[src/rtl/change_dispense_ctrl.sv]
// rtl/change_dispense_ctrl.sv - coin change payout controller driving a nickel/dime hopper
module change_dispense_ctrl #(
    parameter int NICKEL_INIT = 8,
    parameter int DIME_INIT   = 8,
    parameter int ACK_TIMEOUT = 15
) (
    input  logic       clock,
    input  logic       reset,
    input  logic       req,
    input  logic [2:0] amount,
    input  logic       refill,
    input  logic       hop_ack,
    output logic       eject_n,
    output logic       eject_d,
    output logic       busy,
    output logic       done,
    output logic [1:0] err,
    output logic [3:0] nickels,
    output logic [3:0] dimes
);

    typedef enum logic [2:0] {IDLE, PLAN, SEL, EJECT, FINISH} state_t;

    state_t     state, state_d;
    logic [2:0] rem, rem_d;
    logic [3:0] cnt, cnt_d;
    logic       coin_dime, coin_dime_d;
    logic [3:0] nickels_d, dimes_d;
    logic [1:0] err_d;
    logic [1:0] half;
    logic [1:0] dimes_used;
    logic [3:0] nickels_need;

    // Feasibility check: take as many dimes as fit, the rest must be covered by nickels.
    always_comb begin
        half         = rem[2:1];
        dimes_used   = (dimes > {2'b00, half}) ? half : dimes[1:0];
        nickels_need = {1'b0, rem} - {1'b0, dimes_used, 1'b0};
    end

    always_comb begin
        state_d     = state;
        rem_d       = rem;
        cnt_d       = cnt;
        coin_dime_d = coin_dime;
        nickels_d   = nickels;
        dimes_d     = dimes;
        err_d       = err;
        case (state)
            IDLE: begin
                if (refill) begin
                    nickels_d = 4'(NICKEL_INIT);
                    dimes_d   = 4'(DIME_INIT);
                end else if (req) begin
                    rem_d   = amount;
                    state_d = PLAN;
                end
            end
            PLAN: begin
                if (nickels_need > nickels) begin
                    err_d   = 2'b01;
                    state_d = FINISH;
                end else begin
                    state_d = SEL;
                end
            end
            SEL: begin
                if (rem == 3'd0) begin
                    err_d   = 2'b00;
                    state_d = FINISH;
                end else begin
                    coin_dime_d = (rem >= 3'd2) && (dimes != 4'd0);
                    cnt_d       = 4'd1;
                    state_d     = EJECT;
                end
            end
            EJECT: begin
                if (hop_ack) begin
                    if (coin_dime) begin
                        dimes_d = dimes - 4'd1;
                        rem_d   = rem - 3'd2;
                    end else begin
                        nickels_d = nickels - 4'd1;
                        rem_d     = rem - 3'd1;
                    end
                    state_d = SEL;
                end else if (cnt == 4'(ACK_TIMEOUT)) begin
                    err_d   = 2'b10;
                    state_d = FINISH;
                end else begin
                    cnt_d = cnt + 4'd1;
                end
            end
            FINISH: state_d = IDLE;
            default: state_d = IDLE;
        endcase
    end

    // Outputs are derived from the next state so they change together with it.
    always_ff @(posedge clock) begin
        if (reset) begin
            state     <= IDLE;
            rem       <= 3'd0;
            cnt       <= 4'd0;
            coin_dime <= 1'b0;
            nickels   <= 4'(NICKEL_INIT);
            dimes     <= 4'(DIME_INIT);
            err       <= 2'b00;
            done      <= 1'b0;
            busy      <= 1'b0;
            eject_d   <= 1'b0;
            eject_n   <= 1'b0;
        end else begin
            state     <= state_d;
            rem       <= rem_d;
            cnt       <= cnt_d;
            coin_dime <= coin_dime_d;
            nickels   <= nickels_d;
            dimes     <= dimes_d;
            err       <= err_d;
            done      <= (state_d == FINISH);
            busy      <= (state_d != IDLE);
            eject_d   <= (state_d == EJECT) && coin_dime_d;
            eject_n   <= (state_d == EJECT) && !coin_dime_d;
        end
    end

endmodule

[config.mk]
export PLATFORM = sky130hd
export DESIGN_NAME = change_dispense_ctrl
export DESIGN_NICKNAME = d
export VERILOG_FILES = /design/src/rtl/change_dispense_ctrl.sv
export SDC_FILE = /design/constraint.sdc
export NUM_CORES = 1
export LEC_CHECK = 0
export CELL_PAD_IN_SITES_DETAIL_PLACEMENT = 1
export CELL_PAD_IN_SITES_GLOBAL_PLACEMENT = 1
export CORE_MARGIN = 3
export CORE_UTILIZATION = 40
export CTS_CLUSTER_SIZE = 8
export DETAILED_ROUTE_END_ITERATION = 8
export PLACE_DENSITY = 0.87
export SLEW_MARGIN = 20
export SYNTH_ARGS = -nofsm -noshare
export SYNTH_HDL_FRONTEND = slang
export SYNTH_SLANG_ARGS = --single-unit
[constraint.sdc]
create_clock -name clock -period 6.4 [get_ports clock]
set_input_delay 1.28 -clock clock [delete_from_list [all_inputs] [get_ports clock]]
set_output_delay 1.28 -clock clock [all_outputs]
set_load 0.01 [all_outputs]
==> results of run 1 <==
==> cell usage in the layout (no fill, tap or decap), types with 2 or more instances in the layout <==
master / netlist / routed
a21oi_4: 2 / 2
a21boi_0: 2 / 2
nor2b_1: 2 / 2
dfxtp_1: 25 / 25
nor2_1: 25 / 25
xnor2_1: 3 / 3
o21ai_0: 5 / 5
xor2_1: 4 / 4
nor3_2: 2 / 2
nand2_1: 9 / 9
nand4b_1: 2 / 2
clkdlybuf4s50_1: 0 / 21
nor3_1: 8 / 8
mux2i_1: 2 / 2
clkbuf_8: 0 / 3
ha_1: 14 / 14
inv_1: 14 / 14
a211oi_1: 4 / 4
and3_1: 3 / 3
a31oi_1: 3 / 3
nand4_1: 4 / 4
a21oi_1: 11 / 11
==> metrics by stage <==
stage                     cells  hold WS (ns)
after floorplan             171         0.472
after global placement      232         0.493
after detailed placement    232         0.512
after CTS                   236         0.522
after global routing        236         0.552
final                       236         0.519
==> cells in the mapped netlist, types with 2 or more instances <==
| cell | n |
|---|---|
| nand4b_1 | 2 |
| nor3_2 | 2 |
| a31oi_1 | 3 |
| nand2_1 | 9 |
| xnor2_1 | 3 |
| xor2_1 | 4 |
| mux2i_1 | 2 |
| ha_1 | 14 |
| nor3_1 | 8 |
| inv_1 | 14 |
| a21oi_4 | 2 |
| o21ai_0 | 5 |
| clkbuf_1 | 3 |
| nand4_1 | 4 |
| and3_1 | 3 |
| a211oi_1 | 4 |
| a21boi_0 | 2 |
| nor2b_1 | 2 |
| nor2_1 | 25 |
| a21oi_1 | 11 |
| dfxtp_1 | 25 |
==> worst max path at each step <==
| stage | to | slack, ns |
|---|---|---|
| final | err[1] | 2.90 |
| after detailed placement | err[1] | 2.98 |
| after global routing | err[1] | 2.61 |
| after floorplan | err[1] | 3.37 |
| after global placement | err[1] | 3.20 |
| after CTS | err[1] | 2.89 |
==> layout make-up <==
type	instances	area [um^2]	share of cell area, %
Tap cell	46	57.6	3.18
Inverter	14	52.6	2.90
Timing Repair Buffer	21	210	11.6
Clock buffer	3	41.3	2.28
Sequential cell	25	500	27.7
Multi-Input combinational cell	126	940	51.9
Clock inverter	1	7.51	0.415
==> sequential cells by signal, summed over array words and instances (netlist names), 2 cells and up <==
name,count
rem,3
err,2
state,3
nickels,4
cnt,4
dimes,4
==> worst register-to-register path: cells and delay by family, from the launching register on <==
| family | cells | cell delay [ns] |
|---|---|---|
| AO/OA/AOI/OAI | 6 | 1.06 |
| adder cells (fa/ha/maj) | 4 | 1.10 |
| buffers and inverters | 3 | 0.28 |
| flip-flops | 1 | 0.47 |
| AND/OR/NAND/NOR | 3 | 0.51 |
==> kinds of logic (layout without fill, tap and decap cells) <==
logic type | Yosys count | count (layout) | synth area share [%]
DFF | 25 | 25 | 32.8
and+or+nand+nor | 67 | 67 | 25.1
muxes | 2 | 2 | 1.31
AOI/OAI and AO/OA | 35 | 35 | 18.3
adders and majority gates | 15 | 15 | 12.8
buffers and inverters | 20 | 39 | 5.73
xor gates and xnor gates | 7 | 7 | 4.01
==> power by group through the flow <==
| stage | Combinational (mW) | Clock, mW | Sequential [mW] |
|---|---|---|---|
| finish | 0.102 | 0.0985 | 0.178 |
| global route | 0.115 | 0.110 | 0.179 |
| CTS | 0.104 | 0.102 | 0.178 |
| detailed placement | 0.102 | 0 | 0.181 |
| global placement | 0.0958 | 0 | 0.180 |
| floorplan | 0.0698 | 0 | 0.178 |
==> metal layers <==
layer,track usage (%),up-vias,routed length (um)
li1,-,632,-
met1,20.8,633,1620
met2,34.0,19,2040
met3,3.66,7,87
met4,11.2,0,105
met5,0,-,0
==> results.tsv, run 1 <==
stage	metric	value	unit
die	die_y	67.8	um
finish	antenna_cells	0	
synth	syn_area	0.00153	mm^2
critical_path	r2r_start	rem[2]	
sta	max_freq	286	MHz
drt	drt-total-wl	3860	um
finish	utilization	51.8	%
drt	vias_per_cell	5.47	
critical_path	timing_worst_setup_path_type	flip-flop to flip-flop	
clock_network	clkTransAtPathRegs	0.09	ns
synth	synthTopCellsByArea	dfxtp_1 33%, ha_1 11%, nor2_1 6.1%, a21oi_1 3.6%, inv_1 3.4%	
synth	netlist.top_cell.by_area	dfxtp_1	
clock_network	clockBufferDepth	2	
clock_network	cts_htree_levels	1	
synth	synth_area_per_cell	8.93	um^2
clock_network	cts_tree	yes	
power	power	0.379	mW
place	gp_congestion	0.827	
drt	drc	0	
synth	synth_top_area_share	32.8	%
critical_path	slowest_delay	0.47	ns
critical_path	ff2ff_path_depth	16	
power	pwr-share-seq	46.9	%
synth	synthFlopType	dfxtp_1	
global_route	overflow	0	
die	dieWidth	67.8	um
sta	setup_ws	2.90	ns
sta	worst_pin_slew	0.741	ns
global_route	grt_usage	19.1	%
flow_run	cap_violations	0	
drt	drt-initial-drc-count	12	
synth	synth_cells	171	
synth	synth_seq_cells	25	
global_route	grt_max_degree	20	
sta	fin_skew	0.00425	ns
min_path	min_path_cells	1	
drt	drt_pre_antenna_iters	4	
power	intPower	0.258	mW
die	dieArea	0.00460	mm^2
die	ios	22	
global_route	grt_pass1_vias	1324	
sta	fin_crit_sh	54.6	%
clock_network	cts_resized	0	
synth	ys_types	45	
sta	setup_tns	0	ns
power	p_leak	0.729	nW
global_route	grt_pass1_wl	6330	um
critical_path	rrSetupSlack	2.90	ns
die	rows	21	
outcome	outcome	finished, final reports clean	
synth	synth-edff-count	0	
critical_path	critical_path.n_buffers_inverters	3	
synth	synthArstFlopShare	0	%
synth	synth_nets	194	
clock_network	numCtsBuffers	3	
finish	syn_to_final_growth	18.4	%
critical_path	critPathTopFamily	adder cells	
finish	final_area	0.00181	mm^2
clock_network	clock_latency	0.28	ns
die	core-area	0.00349	mm^2
critical_path	worst-path-stages	16	
place	postPlaceCellArea	0.00176	mm^2
power	combPwrFrac	27.1	%
sta	setup-violations-final	0	
clock_network	cts_hold_buf	0	
synth	yosysWarningCount	0	
drt	wire_per_inst	16.3	um
critical_path	crit_start	rem[2]	
sta	slew_violations	0	
clock_network	cts.sinks	25	
power	vdd_drop_max	0.0914	mV
min_path	holdCritPathClass	flip-flop to flip-flop	
power	p_sw	0.120	mW
critical_path	arrival	3.70	ns
die	start_util	43.7	%
drt	vias	1291	
drt	antenna_left	0	
critical_path	cp_cell_sequence	inv_1 > ha_1 > nor2b_1 > o21ai_0 > nand2_1 > o21ai_0 > ha_1 > inv_1 > fa_1 > inv_1 > ha_1 > a21oi_1 > a41o_1 > nand4_1 > a211o_2 > o31ai_2	
critical_path	cp-start-kind	flip-flop	
clock_network	post_cts_buffers	0	
min_path	min_to	cnt[0]	
clock_network	root_buffer	clkbuf_8	
critical_path	crit_slowest_cell	dfxtp_1	
sta	grt_setup_unrepaired	false	
finish	layout-drive-gt1-share	10.0	%
critical_path	reg2reg_to	err[1]	
critical_path	critPathMaxFanout	5	
place	post-dp-hpwl	2890	um
power	pwr_density_cell	209	mW/mm^2
place	io_buffers	21	
sta	relSlewSlack	50.5	%
finish	nets	214	
critical_path	cp-end-kind	flip-flop	
min_path	hp-start	cnt[0]	
power	p_sw_share	31.8	%
global_route	antenna_found_initial	0	
place	post-place-ws	2.98	ns
sta	layout_min_cycle_time	3.50	ns
sta	finalHoldViolations	0	
power	p_clk_share	26.0	%
synth	yosysSeqAreaShare	32.8	%
finish	num-fill-cells	429	
critical_path	required	6.60	ns
No activity file was read; power rests on OpenSTA's default activity.
==> run 2, diff against run 1 <==
CORE_UTILIZATION = 37   (was 40)
PLACE_DENSITY = 0.84   (was 0.87)
clock period = 3.19 ns   (was 6.4 ns; I/O delays follow)
==> run 2 against run 1 <==
Against the previous run:
- sequential cell count unchanged
- design area grew 7.0%
- setup slack got worse by 2.7 ns
==> results.tsv, run 2 (synthesis gave the netlist of run 1 again) <==
stage	metric	value	unit	change
outcome	outcome	finished, final reports clean		unchanged
finish	final_area	0.00194	mm^2	was 0.00181 mm^2
sta	setup-violations-final	0		unchanged
place	gp_congestion	0.803		was 0.827
drt	vias	1308		was 1291
finish	num-fill-cells	447		was 429
drt	antenna_left	0		unchanged
critical_path	arrival	3.16	ns	was 3.70 ns
die	dieArea	0.00494	mm^2	was 0.00460 mm^2
sta	setup_tns	0	ns	unchanged
die	start_util	39.9	%	was 43.7%
clock_network	cts_htree_levels	1		unchanged
sta	relSlewSlack	44.3	%	was 50.5%
clock_network	root_buffer	clkbuf_8		unchanged
sta	setup_ws	0.161	ns	was 2.90 ns
finish	final_common_cell	nor2_1		
die	die_y	70.3	um	was 67.8 um
critical_path	critPathTopFamily	adder cells		unchanged
critical_path	critPathMaxFanout	4		was 5
global_route	grt_max_degree	20		unchanged
die	dieWidth	70.3	um	was 67.8 um
clock_network	cts_tree	yes		unchanged
place	postPlaceCellArea	0.00178	mm^2	was 0.00176 mm^2
place	io_buffers	21		unchanged
clock_network	clockBufferDepth	2		unchanged
finish	nets	220		was 214
global_route	antenna_found_initial	0		unchanged
drt	wire_per_inst	16.6	um	was 16.3 um
finish	top_regs	cnt (4), dimes (4), nickels (4)		unchanged
power	p_leak	0.778	nW	was 0.729 nW
drt	drt-initial-drc-count	69		was 12
drt	vias_per_cell	5.36		was 5.47
sta	fin_skew	0.00322	ns	was 0.00425 ns
min_path	holdCritPathClass	flip-flop to flip-flop		unchanged
sta	fin_crit_sh	95.0	%	was 54.6%
die	core-area	0.00383	mm^2	was 0.00349 mm^2
sta	layout_min_cycle_time	3.03	ns	was 3.50 ns
drt	drc	0		unchanged
sta	slew_violations	0		unchanged
critical_path	cp-start-kind	flip-flop		unchanged
clock_network	clock_latency	0.27	ns	was 0.28 ns
finish	layout-drive-gt1-share	23.0	%	was 10.0%
drt	drt_pre_antenna_iters	4		unchanged
sta	max_freq	330	MHz	was 286 MHz
place	post-place-ws	-0.0831	ns	was 2.98 ns
global_route	grt_usage	17.2	%	was 19.1%
die	ios	22		unchanged
flow_run	cap_violations	0		unchanged
power	power	0.794	mW	was 0.379 mW
clock_network	numCtsBuffers	3		unchanged
place	post-dp-hpwl	3030	um	was 2890 um
finish	syn_to_final_growth	26.7	%	was 18.4%
finish	antenna_cells	0		unchanged
critical_path	timing_worst_setup_path_type	flip-flop to flip-flop		unchanged
global_route	grt_pass1_vias	1438		was 1324
clock_network	cts.sinks	25		unchanged
sta	holdWs	0.540	ns	was 0.519 ns
drt	drt-total-wl	4060	um	was 3860 um
critical_path	crit_slowest_cell	fa_2		was dfxtp_1
global_route	overflow	0		unchanged
critical_path	required	3.32	ns	was 6.60 ns
die	rows	22		was 21
sta	finalHoldViolations	0		unchanged
finish	seqCellArea	507	um^2	was 500 um^2
sta	grt_setup_unrepaired	true		was false
finish	multi_input_area	0.00101	mm^2	was 940 um^2
clock_network	clkTransAtPathRegs	0.09	ns	about the same
finish	layout_common_cells	25 x nor2_1, 22 x dfxtp_1, 21 x clkdlybuf4s50_1		was 25 x nor2_1, 25 x dfxtp_1, 21 x clkdlybuf4s50_1
critical_path	slowest_delay	0.58	ns	was 0.47 ns
critical_path	cp-end-kind	flip-flop		unchanged
clock_network	cts_hold_buf	0		unchanged
critical_path	critical_path.n_buffers_inverters	3		unchanged
sta	worst_pin_slew	0.833	ns	was 0.741 ns
global_route	grt_pass1_wl	6820	um	was 6330 um
critical_path	cp_cell_sequence	inv_2 > ha_4 > nor2b_4 > o21ai_2 > nand2_2 > o21ai_2 > ha_2 > inv_2 > fa_2 > ha_4 > a21oi_2 > a41o_1 > nand4_1 > buf_4 > nand3b_1 > nor3b_2		was inv_1 > ha_1 > nor2b_1 > o21ai_0 > nand2_1 > o21ai_0 > ha_1 > inv_1 > fa_1 > inv_1 > ha_1 > a21oi_1 > a41o_1 > nand4_1 > a211o_2 > o31ai_2
power	vdd_drop_max	0.158	mV	was 0.0914 mV
power	pwr_density_cell	410	mW/mm^2	was 209 mW/mm^2
==> run 2: final timing paths <==
kind	startpoint	end	slack [ns]	depth (start not counted)
setup / recovery	rem[2]	err[0]	0.16	16
hold / removal	nickels[1]	nickels[1]	0.54	2
setup reg to reg	rem[2]	err[0]	0.16	16
hold reg to reg	nickels[1]	nickels[1]	0.54	2
==> run 2: area by class of cell <==
| class | instances | share of cell area [%] |
|---|---|---|
| tap | 48 | 3.10 |
| clock buffer | 3 | 2.13 |
| inverter | 14 | 2.71 |
| clock inverter | 1 | 0.259 |
| multi-input combinational | 126 | 52.4 |
| timing repair buffer | 27 | 13.2 |
| sequential | 25 | 26.2 |
==> run 2: timing repair <==
action                                  4_1_cts  5_1_grt
resized for setup                             2       22
endpoints found under the setup margin        4        7
pin swaps                                     2        7
setup buffers                                 3        1
==> run 2: per-stage QoR <==
| step | util (%) | cells |
|---|---|---|
| after floorplan | - | 171 |
| after detailed placement | 46.5 | 236 |
| after global placement | 46.5 | 236 |
| after CTS | 48.4 | 243 |
| final | 50.6 | 244 |
| after global routing | 50.6 | 244 |
==> run 2: worst reg2reg max path, delay by kind of cell, from the launching register on <==
kind            cells  cell delay [ns]
compound gates      4             0.53
fa+ha+maj           4             1.14
buf+inv             3             0.24
flops               1             0.35
simple gates        5             0.62
==> run 2: power by group <==
| group | internal, mW | switching [mW] | leakage (nW) |
|---|---|---|---|
| clock | 0.0877 | 0.105 | 0.0255 |
| sequential | 0.331 | 0.0234 | 0.205 |
| combinational | 0.121 | 0.126 | 0.547 |
==> run 2: layer usage <==
| metal | GRT usage, % | vias to the layer above | share of wire [%] |
|---|---|---|---|
| li1 | - | 647 | - |
| met1 | 20.4 | 630 | 44 |
| met2 | 31.0 | 25 | 51 |
| met3 | 3.02 | 6 | 3.6 |
| met4 | 5.53 | 0 | 1.1 |
| met5 | 0 | - | 0 |
==> patch 1 (config.mk and constraints of run 2) <==
Reset style: asynchronous (`reset`), changed in one clocked block.
--- a/src/rtl/change_dispense_ctrl.sv
+++ b/src/rtl/change_dispense_ctrl.sv
@@ -97,7 +97,7 @@
     end
 
     // Outputs are derived from the next state so they change together with it.
-    always_ff @(posedge clock) begin
+    always_ff @(posedge clock or posedge reset) begin
         if (reset) begin
             state     <= IDLE;
             rem       <= 3'd0;
Behaviour: differs if reset is asserted again (counterexample within 4 cycles, from zero or initial values and one cycle with reset high); with reset held inactive, the same outputs for 10 cycles.
==> patch 1 against run 2 <==
Global-route usage down 0.96 points; setup slack better by 0.020 ns; die area up 12%; synthesized cell count up 5.8%; fmax up 0.67%; count of clock-buffer cells in the layout unchanged; highest routed layer unchanged; wire length up 3.6%; sequential cell count unchanged; cell area up 7.4%; area after synthesis up 14%.
Power is not compared: it rests on default switching activity, and its combinational part moved more than twofold at a synthesized area within 25%.
==> patch 1: results (changes against run 2) <==
metric	value	unit	change
status	completed		unchanged
p_int	1.12	mW	
synth_area_leaders	dfrtp_1 33%, ha_1 10%, inv_1 4.3%		was dfxtp_1 33%, ha_1 11%, nor2_1 6.1%
cts_buffer_depth	2		unchanged
numPortBuffers	21		unchanged
dpl_cell_area	1970	sq um	was 1780 sq um
clk_pin_slew	0.10	ns	
layout.nets	228		was 220
async_flop_share	100	%	was 0%
worst_path_largest_cell_delay	0.49	ns	was 0.58 ns
critPathSlowestCell	fa_1		was fa_2
clock_skew	0.00303	ns	was 0.00322 ns
synth_warnings	0		unchanged
viasPerCell	5.50		was 5.36
htree_num_levels	1		unchanged
wirelength	4200	um	was 4060 um
ys_seq_area_share	36.2	%	was 32.8%
grt_pass1_wl	6980	um	was 6820 um
clock_latency	0.28	ns	
drt_iter0_drc	74		was 69
synth.net_count	204		was 194
gp_congestion	0.814		was 0.803
p_clk_share	10.0	%	
synth_cell_types	50		was 45
fillCellCount	522		was 447
antenna_found_initial	0		unchanged
finalPower	2.03	mW	
ir_worst_vdd	0.381	mV	
p_leak	0.945	nW	
cp_top_family	adder cells		unchanged
place_ws	0.110	ns	was -0.0831 ns
layout-drive-gt1-share	15.2	%	was 23.0%
clock-root-buffer	clkbuf_8		unchanged
yosys-top-cells-count	23 x dfrtp_1, 20 x inv_1, 15 x nand2_1, 14 x ha_1, 11 x nor2_1		was 25 x dfxtp_1, 25 x nor2_1, 14 x ha_1, 14 x inv_1, 11 x a21oi_1
tightestPinTransition	0.791	ns	was 0.833 ns
cts_made_buffers	3		unchanged
dp.cells	249		was 236
dr.pass1.iters	2		was 4
holdCritPathClass	reg2reg		unchanged
top_regs	cnt (4), dimes (4), nickels (4)		unchanged
vias	1408		was 1,308
grt_usage	16.2	%	was 17.2%
p_comb_share	59.2	%	
crit_fanout	3		was 4
grt_max_degree	26		was 20
n_antenna_cell	0		unchanged
dp_hpwl	3010	um	was 3030 um
syn-mean-instance-area	9.59	sq um	was 8.93 sq um
==> patch 1: path summary, 6_finish.rpt <==
check / from / to / slack [ns] / cells after the start
min in group asynchronous: reset / eject_n / 0.70 / 3
min: cnt[0] / cnt[0] / 0.52 / 1
max: rem[2] / state[2] / 0.18 / 14
min reg2reg: cnt[0] / cnt[0] / 0.52 / 1
max reg2reg: rem[2] / state[2] / 0.18 / 14
max in group asynchronous: reset / dimes[3] / 2.17 / 3
==> patch 1: cell type report <==
class | count | share of cell area [%]
clock buffer | 3 | 1.99
clock inverter | 1 | 0.241
inverter | 21 | 3.79
multi-input combinational | 127 | 48.3
sequential | 25 | 30.3
tap | 52 | 3.13
timing repair buffer | 27 | 12.3
==> patch 1: routing by layer <==
layer	vias to the layer above	track usage [%]	part of all wire, %	wire length, um
met5	-	0	0	0
li1	680	-	-	-
met1	702	21.4	46	1920
met3	6	1.49	2.7	112
met2	20	28.1	50	2100
met4	0	5.14	1.6	68
==> patch 1: through the flow <==
stage                     setup TNS (ns)  util (%)  hold WS (ns)
after floorplan                        0         -         0.473
after global placement                 0      44.4         0.498
after detailed placement               0      44.4         0.505
after CTS                              0      45.5         0.519
after global routing              -0.137      46.8         0.546
final                                  0      46.8         0.519
==> patch 1: cell families (layout without fill, tap and decap cells) <==
| logic type | after synthesis | in the layout | synth area share [%] |
|---|---|---|---|
| muxes | 7 | 7 | 4.11 |
| adders and majority gates | 15 | 15 | 11.2 |
| AOI/OAI and AO/OA | 40 | 40 | 16.7 |
| and+or+nand+nor | 60 | 60 | 21.3 |
| xor gates and xnor gates | 5 | 5 | 2.52 |
| DFF | 25 | 25 | 36.2 |
| buffers and inverters | 29 | 52 | 7.93 |
==> patch 1: timing repair <==
action                                  4_1_cts  5_1_grt
setup buffers                                 0        3
resized for setup                             0       11
endpoints found under the setup margin        0        4
==> patch 2 (flow settings as in run 2) <==
Without the edit above. Change the parameter `ACK_TIMEOUT` from 15 to 8.
--- a/src/rtl/change_dispense_ctrl.sv
+++ b/src/rtl/change_dispense_ctrl.sv
@@ -2,7 +2,7 @@
 module change_dispense_ctrl #(
     parameter int NICKEL_INIT = 8,
     parameter int DIME_INIT   = 8,
-    parameter int ACK_TIMEOUT = 15
+    parameter int ACK_TIMEOUT = 8
 ) (
     input  logic       clock,
     input  logic       reset,
Behaviour: same outputs for any inputs over 10 cycles, from zero or initial values and one cycle with reset high; that may be too few to reach the edited logic, so the function may still have changed.
==> patch 2 against run 2 <==
Count of clock-buffer cells in the layout up 1; global-route usage down 1.5 points; clock skew down 0.00064 ns; worst hold slack worse by 0.056 ns; setup slack worse by 0.097 ns; wire length up 5.3%; highest routed layer unchanged; cell area up 4.4%; area after synthesis up 3.8%; sequential cell count unchanged; power down 2.3%.
==> patch 2: results (changes against run 2) <==
metric	value	unit	change
status	completed		unchanged
reg2regPathDepth	13		was 16
hold_viol_final	0		unchanged
dr.pass1.iters	4		unchanged
async_flop_share	0	%	unchanged
synth_mux_area_share	5.13	%	was 1.31%
htree_num_levels	1		unchanged
yosys-top-cells-count	25 x dfxtp_1, 18 x inv_1, 15 x ha_1, 15 x nor2_1, 10 x nand2_1		was 25 x dfxtp_1, 25 x nor2_1, 14 x ha_1, 14 x inv_1, 11 x a21oi_1
synth_area_leaders	dfxtp_1 32%, ha_1 12%, mux2i_1 4.4%		was dfxtp_1 33%, ha_1 11%, nor2_1 6.1%
hold_start	err[0]		was nickels[1]
grt_usage	15.7	%	was 17.2%
clock_latency	0.27	ns	about the same
tightestPinTransition	0.848	ns	was 0.833 ns
grt_max_degree	17		was 20
antenna_found_initial	0		unchanged
crit_fanout	4		unchanged
final_cells	255		was 244
syn-mean-instance-area	8.91	sq um	was 8.93 sq um
min_path_cells	2		unchanged
synth-compound-area-share	18.8	%	was 18.3%
layout.nets	230		was 220
n_antenna_cell	0		unchanged
cts_buffer_depth	2		unchanged
p_leak	0.791	nW	was 0.778 nW
ys.flop_type	dfxtp_1		unchanged
vias	1409		was 1,308
synthAdderAreaFrac	13.1	%	was 12.8%
holdCritPathClass	reg2reg		unchanged
grt_pass1_wl	6510	um	was 6820 um
synthXorXnorAreaFrac	1.66	%	was 4.01%
layout-drive-gt1-share	20.0	%	was 23.0%
numPortBuffers	21		unchanged
cp.arrival	3.32	ns	was 3.16 ns
r2r-start	rem[2]		unchanged
wirelength	4270	um	was 4060 um
ir_worst_vdd	0.154	mV	was 0.158 mV
gp_congestion	0.760		was 0.803
clock-root-buffer	clkbuf_8		unchanged
clock_skew	0.00258	ns	was 0.00322 ns
place_ws	-0.0381	ns	was -0.0831 ns
ys_seq_area_share	31.5	%	was 32.8%
timing.hold.ws	0.483	ns	was 0.540 ns
synth_warnings	0		unchanged
drt_iter0_drc	90		was 69
r2r_slack	0.06	ns	was 0.16 ns
top_regs	cnt (4), dimes (4), nickels (4)		unchanged
dp_hpwl	2980	um	was 3030 um
synth.net_count	202		was 194
fmax	320	MHz	was 330 MHz
synth_cell_types	53		was 45
dp.cells	249		was 236
cp-start-kind	register		unchanged
[patch 2: cell count changes after synthesis, sizes merged, moves of 4 or more]
cell,delta
nor2,-9
mux2i,+5
nand2b,+4
inv,+4
nor3,-8
nand3,+4
[patch 2: worst max-delay path, stage by stage (launching register included)]
cell      delay, ns
dfxtp_2        0.34
inv_2          0.06
ha_4           0.27
nor2b_4        0.14
o21ai_2        0.06
nand2_2        0.09
mux2i_2        0.22
ha_2           0.22
inv_2          0.04
fa_1           0.59
ha_4           0.23
a41o_1         0.21
a311oi_2       0.36
nor3b_2        0.23
[patch 2: layout make-up]
type                    instances  area [sq um]
fillers                       472          2040
multi-input cells             130          1080
flip-flops and latches         25           504
repair buffers                 28           263
inverters                      18          67.6
well taps                      50          62.6
clock buffers                   4          45.0
[patch 2: routing by layer]
metal	global-route usage, %	vias up	part of all wire, %
met4	5.64	0	2.3
met2	27.8	24	51
li1	-	694	-
met5	0	-	0
met1	19.6	683	45
met3	1.82	8	2.2
[patch 2: kinds of logic (layout without fill, tap and decap cells)]
| family | count (synthesis) | count (layout) |
|---|---|---|
| adder cells (fa/ha/maj) | 16 | 16 |
| flip-flops | 25 | 25 |
| AO/OA/AOI/OAI | 38 | 38 |
| XOR/XNOR | 3 | 3 |
| multiplexers | 8 | 8 |
| buffers and inverters | 23 | 50 |
| AND/OR/NAND/NOR | 65 | 65 |
[patch 2: per-stage QoR]
stage               TNS, ns  util [%]  total power [mW]  cell area, sq um
global placement          0      46.0             0.542              1870
detailed placement   -0.100      46.0             0.552              1870
floorplan                 0         -             0.483              1590
global route         -0.369      49.8             0.820              2020
finish                    0      49.8             0.776              2020
CTS                       0      47.3             0.752              1920
[patch 2: final timing paths]
check                                end
worst max-delay path            state[2]
worst max register to register  state[2]
worst min-delay path              err[0]
worst min register to register    err[0]
[patch 2: timing repair]
item                       in CTS  in global routing
setup endpoints to repair       4                  8
pin swaps                       0                  7
cloned                          0                  0
buffers inserted                0                  2
resized for setup               1                 20
[patch 2: where the power goes]
group | switching [mW] | internal (mW) | leakage [nW] | total (mW)
Sequential | 0.0241 | 0.329 | 0.205 | 0.353
Combinational | 0.116 | 0.115 | 0.564 | 0.231
Clock | 0.103 | 0.0894 | 0.0228 | 0.192
